--- src/rtl/processador_parametrizado.sv ---
// Parametrised multicycle processor: register file, A/G registers, ALU, bus mux and
// a four-step control FSM with a valid/ready instruction port and carry/zero flags.
`timescale 1ns/1ps
module processador_parametrizado #(
   parameter int DATA_WIDTH = 16,
   parameter int NUM_REGS   = 8,
   parameter int IMM_SIGNED = 1
) (
   input  logic                  clock,
   input  logic                  reset,
   input  logic [15:0]           iin,
   input  logic                  iin_valid,
   output logic                  iin_ready,
   output logic [DATA_WIDTH-1:0] bus,
   output logic                  done,
   output logic                  carry,
   output logic                  zero,
   output logic [1:0]            state_dbg
);

   // Instruction handshake: an instruction is accepted on a rising edge where
   // iin_valid and iin_ready are both high; iin_ready is high only in T0 outside reset.

   localparam int RIDX = (NUM_REGS > 2) ? $clog2(NUM_REGS) : 1;
   localparam logic [3:0] NR4 = 4'(NUM_REGS);

   localparam logic [2:0] OP_MV  = 3'b000;
   localparam logic [2:0] OP_MVI = 3'b001;
   localparam logic [2:0] OP_ADD = 3'b010;
   localparam logic [2:0] OP_SUB = 3'b011;
   localparam logic [2:0] OP_AND = 3'b100;
   localparam logic [2:0] OP_OR  = 3'b101;
   localparam logic [2:0] OP_XOR = 3'b110;

   typedef enum logic [1:0] {T0 = 2'd0, T1 = 2'd1, T2 = 2'd2, T3 = 2'd3} state_t;

   state_t state, state_n;

   logic [2:0]            opcode_q, rx_q, ry_q;
   logic [9:0]            imm_q;
   logic [DATA_WIDTH-1:0] regs [NUM_REGS];
   logic [DATA_WIDTH-1:0] a_q, g_q;
   logic [DATA_WIDTH-1:0] rx_val, ry_val, imm_ext;
   logic [DATA_WIDTH-1:0] alu_res;
   logic [DATA_WIDTH:0]   sum;
   logic                  alu_c;
   logic                  is_alu, rx_ok, ry_ok, accept;

   assign state_dbg = state;
   assign accept    = iin_valid & iin_ready;
   assign is_alu    = (opcode_q != OP_MV) && (opcode_q != OP_MVI) && (opcode_q != 3'b111);

   // Indices beyond the implemented register count read as zero and never write.
   assign rx_ok  = ({1'b0, rx_q} < NR4);
   assign ry_ok  = ({1'b0, ry_q} < NR4);
   assign rx_val = rx_ok ? regs[rx_q[RIDX-1:0]] : '0;
   assign ry_val = ry_ok ? regs[ry_q[RIDX-1:0]] : '0;

   // A size cast of a signed value sign-extends, which also covers DATA_WIDTH == 10.
   assign imm_ext = (IMM_SIGNED != 0) ? DATA_WIDTH'($signed(imm_q)) : DATA_WIDTH'(imm_q);

   always_comb begin
      sum     = '0;
      alu_res = '0;
      alu_c   = 1'b0;
      case (opcode_q)
         OP_ADD: begin
            sum     = {1'b0, a_q} + {1'b0, bus};
            alu_res = sum[DATA_WIDTH-1:0];
            alu_c   = sum[DATA_WIDTH];
         end
         OP_SUB: begin
            sum     = {1'b0, a_q} + {1'b0, ~bus} + {{DATA_WIDTH{1'b0}}, 1'b1};
            alu_res = sum[DATA_WIDTH-1:0];
            alu_c   = sum[DATA_WIDTH];
         end
         OP_AND:  alu_res = a_q & bus;
         OP_OR:   alu_res = a_q | bus;
         OP_XOR:  alu_res = a_q ^ bus;
         default: alu_res = '0;
      endcase
   end

   always_comb begin
      state_n   = state;
      done      = 1'b0;
      iin_ready = 1'b0;
      bus       = g_q;
      case (state)
         T0: begin
            iin_ready = 1'b1;
            if (iin_valid) state_n = T1;
         end
         T1: begin
            if (is_alu) begin
               bus     = rx_val;
               state_n = T2;
            end else begin
               done    = 1'b1;
               state_n = T0;
               if (opcode_q == OP_MV)       bus = ry_val;
               else if (opcode_q == OP_MVI) bus = imm_ext;
            end
         end
         T2: begin
            bus     = ry_val;
            state_n = T3;
         end
         T3: begin
            bus     = g_q;
            done    = 1'b1;
            state_n = T0;
         end
         default: state_n = T0;
      endcase
      // Reset aborts the current instruction, so its done pulse is suppressed too.
      if (reset) begin
         iin_ready = 1'b0;
         done      = 1'b0;
      end
   end

   always_ff @(posedge clock) begin
      if (reset) begin
         state    <= T0;
         opcode_q <= '0;
         rx_q     <= '0;
         ry_q     <= '0;
         imm_q    <= '0;
         a_q      <= '0;
         g_q      <= '0;
         carry    <= 1'b0;
         zero     <= 1'b0;
         for (int i = 0; i < NUM_REGS; i++) regs[i] <= '0;
      end else begin
         state <= state_n;
         if (accept) begin
            opcode_q <= iin[15:13];
            rx_q     <= iin[12:10];
            ry_q     <= iin[9:7];
            imm_q    <= iin[9:0];
         end
         case (state)
            T1: begin
               if (is_alu) a_q <= bus;
               else if ((opcode_q == OP_MV || opcode_q == OP_MVI) && rx_ok)
                  regs[rx_q[RIDX-1:0]] <= bus;
            end
            T2: begin
               g_q   <= alu_res;
               carry <= alu_c;
               zero  <= (alu_res == '0);
            end
            T3: begin
               if (rx_ok) regs[rx_q[RIDX-1:0]] <= g_q;
            end
            default: ;
         endcase
      end
   end

endmodule
--- config.mk ---
export PLATFORM = sky130hd
export DESIGN_NAME = processador_parametrizado
export DESIGN_NICKNAME = d
export VERILOG_FILES = /design/src/rtl/processador_parametrizado.sv
export SDC_FILE = /design/constraint.sdc
export NUM_CORES = 1
export LEC_CHECK = 0
export ABC_CLOCK_PERIOD_IN_PS = 7300
export BUFFER_PORTS_ARGS = -buffer_cell sky130_fd_sc_hd__buf_2
export CAP_MARGIN = 20
export CORE_MARGIN = 10
export CORE_UTILIZATION = 53
export CTS_BUF_LIST = sky130_fd_sc_hd__clkbuf_2 sky130_fd_sc_hd__clkbuf_4 sky130_fd_sc_hd__clkbuf_8
export DETAILED_ROUTE_END_ITERATION = 7
export PLACE_DENSITY = 0.7
export SYNTH_ARGS = -nofsm -noshare
export SYNTH_HDL_FRONTEND = slang
export SYNTH_SLANG_ARGS = --single-unit
--- constraint.sdc ---
create_clock -name clock -period 7.3 [get_ports clock]
set_input_delay 1.46 -clock clock [delete_from_list [all_inputs] [get_ports clock]]
set_output_delay 1.46 -clock clock [all_outputs]
set_load 0.01 [all_outputs]
==> run summary <==
syn_area_per_cell -> 10.1 um2
TritonRoute pass-1 iters -> 6
clock sink count -> 186
Post-synth ARST share -> 0%
CTS tree -> done
Clock transition at path regs -> 0.12 ns
DR WL met3 -> 2490 um
Pwr Total -> 2.60 mW
buffers and inverters on the worst path -> 3
CP delay by family, top -> compound AO/OA/AOI/OAI gates
CP required -> 7.70 ns
highest metal used -> met4
register area -> 5010 um2
critical path launch point type -> flop
post-route ant nets -> 0
hpwl dp -> 22600 um
drt initial violations -> 976
fillers -> 1884
#FFs+latches synth -> 186
number of global-route vias before repair -> 9222
initial antenna violation count -> 0
post-layout net count -> 1231
hold_sp -> imm_q[1]
outcome -> complete, no violations
Peak Freq -> 180 MHz
CP dominant cell by count -> a21oi_1
die width -> 168 um
critical path class -> flop to flop
Setup TNS Final -> 0 ns
first-pass GRT wire length -> 51900 um
Yosys cell types -> 69
post-CTS setup buffer count -> 0
Synth Cell Area -> 11700 um2
Area Growth Syn to Fin -> 7.19%
register area share after synthesis -> 42.9%
top-area cell type share of the netlist area -> 32.9%
final critical-path required period -> 5.55 ns
die height -> 168 um
area leader, netlist -> edfxtp_1
worst setup slack after layout -> 1.75 ns
largest incremental delay on the critical path -> 0.54 ns
Avg Vias per Cell -> 6.39
Final Skew -> 0.0231 ns
P_leak -> 4.46 nW
Post-synth EDFFs -> 128
# Max-Cap Violations -> 0
yosys warns -> 0
Final Hold Viols -> 0
routed metal-1 wirelength -> 13300 um
grt total ovfl -> 0
unrepaired setup endpoints after global routing -> false
IO buf count -> 40
Slew Limit Headroom -> 27.5%
WL/cell -> 22.6 um
Slew Viols, Final -> 0
share of cells above drive strength 1 -> 15.4%
syn nets -> 1228
maximum fanout along the worst path -> 14
multi-input logic area -> 6170 um2
final core occ -> 57.5%
H-tree depth -> 4
# resized after CTS -> 0
Post-Syn Instances -> 1156
GRT Total Usage -> 23.0%
Root Buffer Master -> clkbuf_8
boundary pin count -> 41
via count -> 9272
top-count cell post-synth -> nor2_1
top post-synthesis cells by count -> 198 x nor2_1, 128 x edfxtp_1, 117 x nand2_1
pwr dens -> 208 nW/um2
ant diodes -> 0
clock buffer depth -> 2
crit share post-route -> 76.1%
RePlAce Congestion -> 0.977
row count -> 54
Worst VDD drop -> 150 uV
worst-path cell chain -> inv_1 -> ha_1 -> nand3_1 -> buf_4 -> o22ai_1 -> nor2_1 -> a21oi_1 -> inv_1 -> ha_1 -> o31ai_1 -> a21oi_1 -> o32a_1 -> o21ai_0 -> a21oi_1 -> o21ai_0 -> nor4bb_1 -> nand4_1 -> o32ai_1
crit end category -> flop
dominant synthesized flop cell -> edfxtp_1
pre-CTS WS -> 1.84 ns
drt drc -> 0
Hold Worst Slack -> 0.475 ns
initial core utilization -> 53.7%
DIE AREA -> 28400 um2
worst slew pin tran -> 1.09 ns
hold crit path type -> flop to flop
Setup-failing EPs final -> 0
largest net degree at the start of global routing -> 44
hold buffers post-CTS -> 0
core area -> 21800 um2
met2 WL -> 16200 um
CTS Buf Count -> 17
dominant cells by area after synthesis -> edfxtp_1 33%, mux4_2 12%, dfxtp_1 9.9%, nor2_1 6.4%, ha_1 5.6%
Clock Latency Late Sink -> 0.48 ns
WP data arrival -> 5.95 ns
Critical Path Slowest Stage Cell -> nand3_1
total routed wirelength -> 32800 um
## kinds of logic after synthesis
family	after synthesis	synth area share (%)
AOI/OAI and AO/OA	236	13.1
xor gates and xnor gates	3	0.225
adders and majority gates	53	5.74
buffers and inverters	131	4.25
DFF	186	42.9
muxes	131	18.2
and+or+nand+nor	416	15.6
## metrics by stage
stage	cell area, um2	instances
after global placement	12100	1419
after global routing	12500	1452
after floorplan	11700	1156
after CTS	12500	1451
final	12500	1452
after detailed placement	12100	1419
## placed cells by master, fill, tap and decap left out, types with 17 or more instances in the layout
cell	n
a21oi_1	67
buf_2	40
buf_4	23
clkbuf_8	17
dfxtp_1	56
edfxtp_1	128
ha_1	52
inv_1	50
mux2i_1	57
mux4_2	64
nand2_1	117
nor2_1	198
o21ai_0	35
o22ai_1	29
## worst min-delay path, stage by stage, from the launching register on
cell and delay (ns):
dfxtp_1 0.33, nand2_1 0.05, o21ai_0 0.06
## power breakdown
group / total (mW) / internal [mW] / switching (mW)
registers: 1.22 / 1.17 / 0.0517
logic: 0.669 / 0.250 / 0.419
clock network: 0.710 / 0.283 / 0.427
## sequential cells by signal (all words and copies together), names as in the netlist, named ones only
register / cells
regs: 128
carry: 1
state_dbg: 1
ry_q: 3
imm_q: 7
g_q: 16
opcode_q: 3
zero: 1
rx_q: 3
a_q: 16
## cell type report
cell class / count / share of cell area, %
clock buffer: 17 / 1.87
sequential: 186 / 40.0
tap: 280 / 2.80
inverter: 51 / 1.53
clock inverter: 15 / 1.26
multi-input combinational: 839 / 49.3
timing repair buffer: 64 / 3.20
## worst paths after layout
| kind | to | slack [ns] | depth (start not counted) |
|---|---|---|---|
| hold / removal | imm_q[1] | 0.47 | 2 |
| hold reg to reg | imm_q[1] | 0.47 | 2 |
| setup / recovery | zero | 1.75 | 18 |
| setup reg to reg | zero | 1.75 | 18 |
## routing by layer
layer | track usage, % | vias up
li1 | - | 4261
met1 | 29.5 | 4529
met2 | 38.5 | 426
met3 | 3.96 | 56
met4 | 8.06 | 0
met5 | 0 | -
No activity file was read; power rests on OpenSTA's default activity.
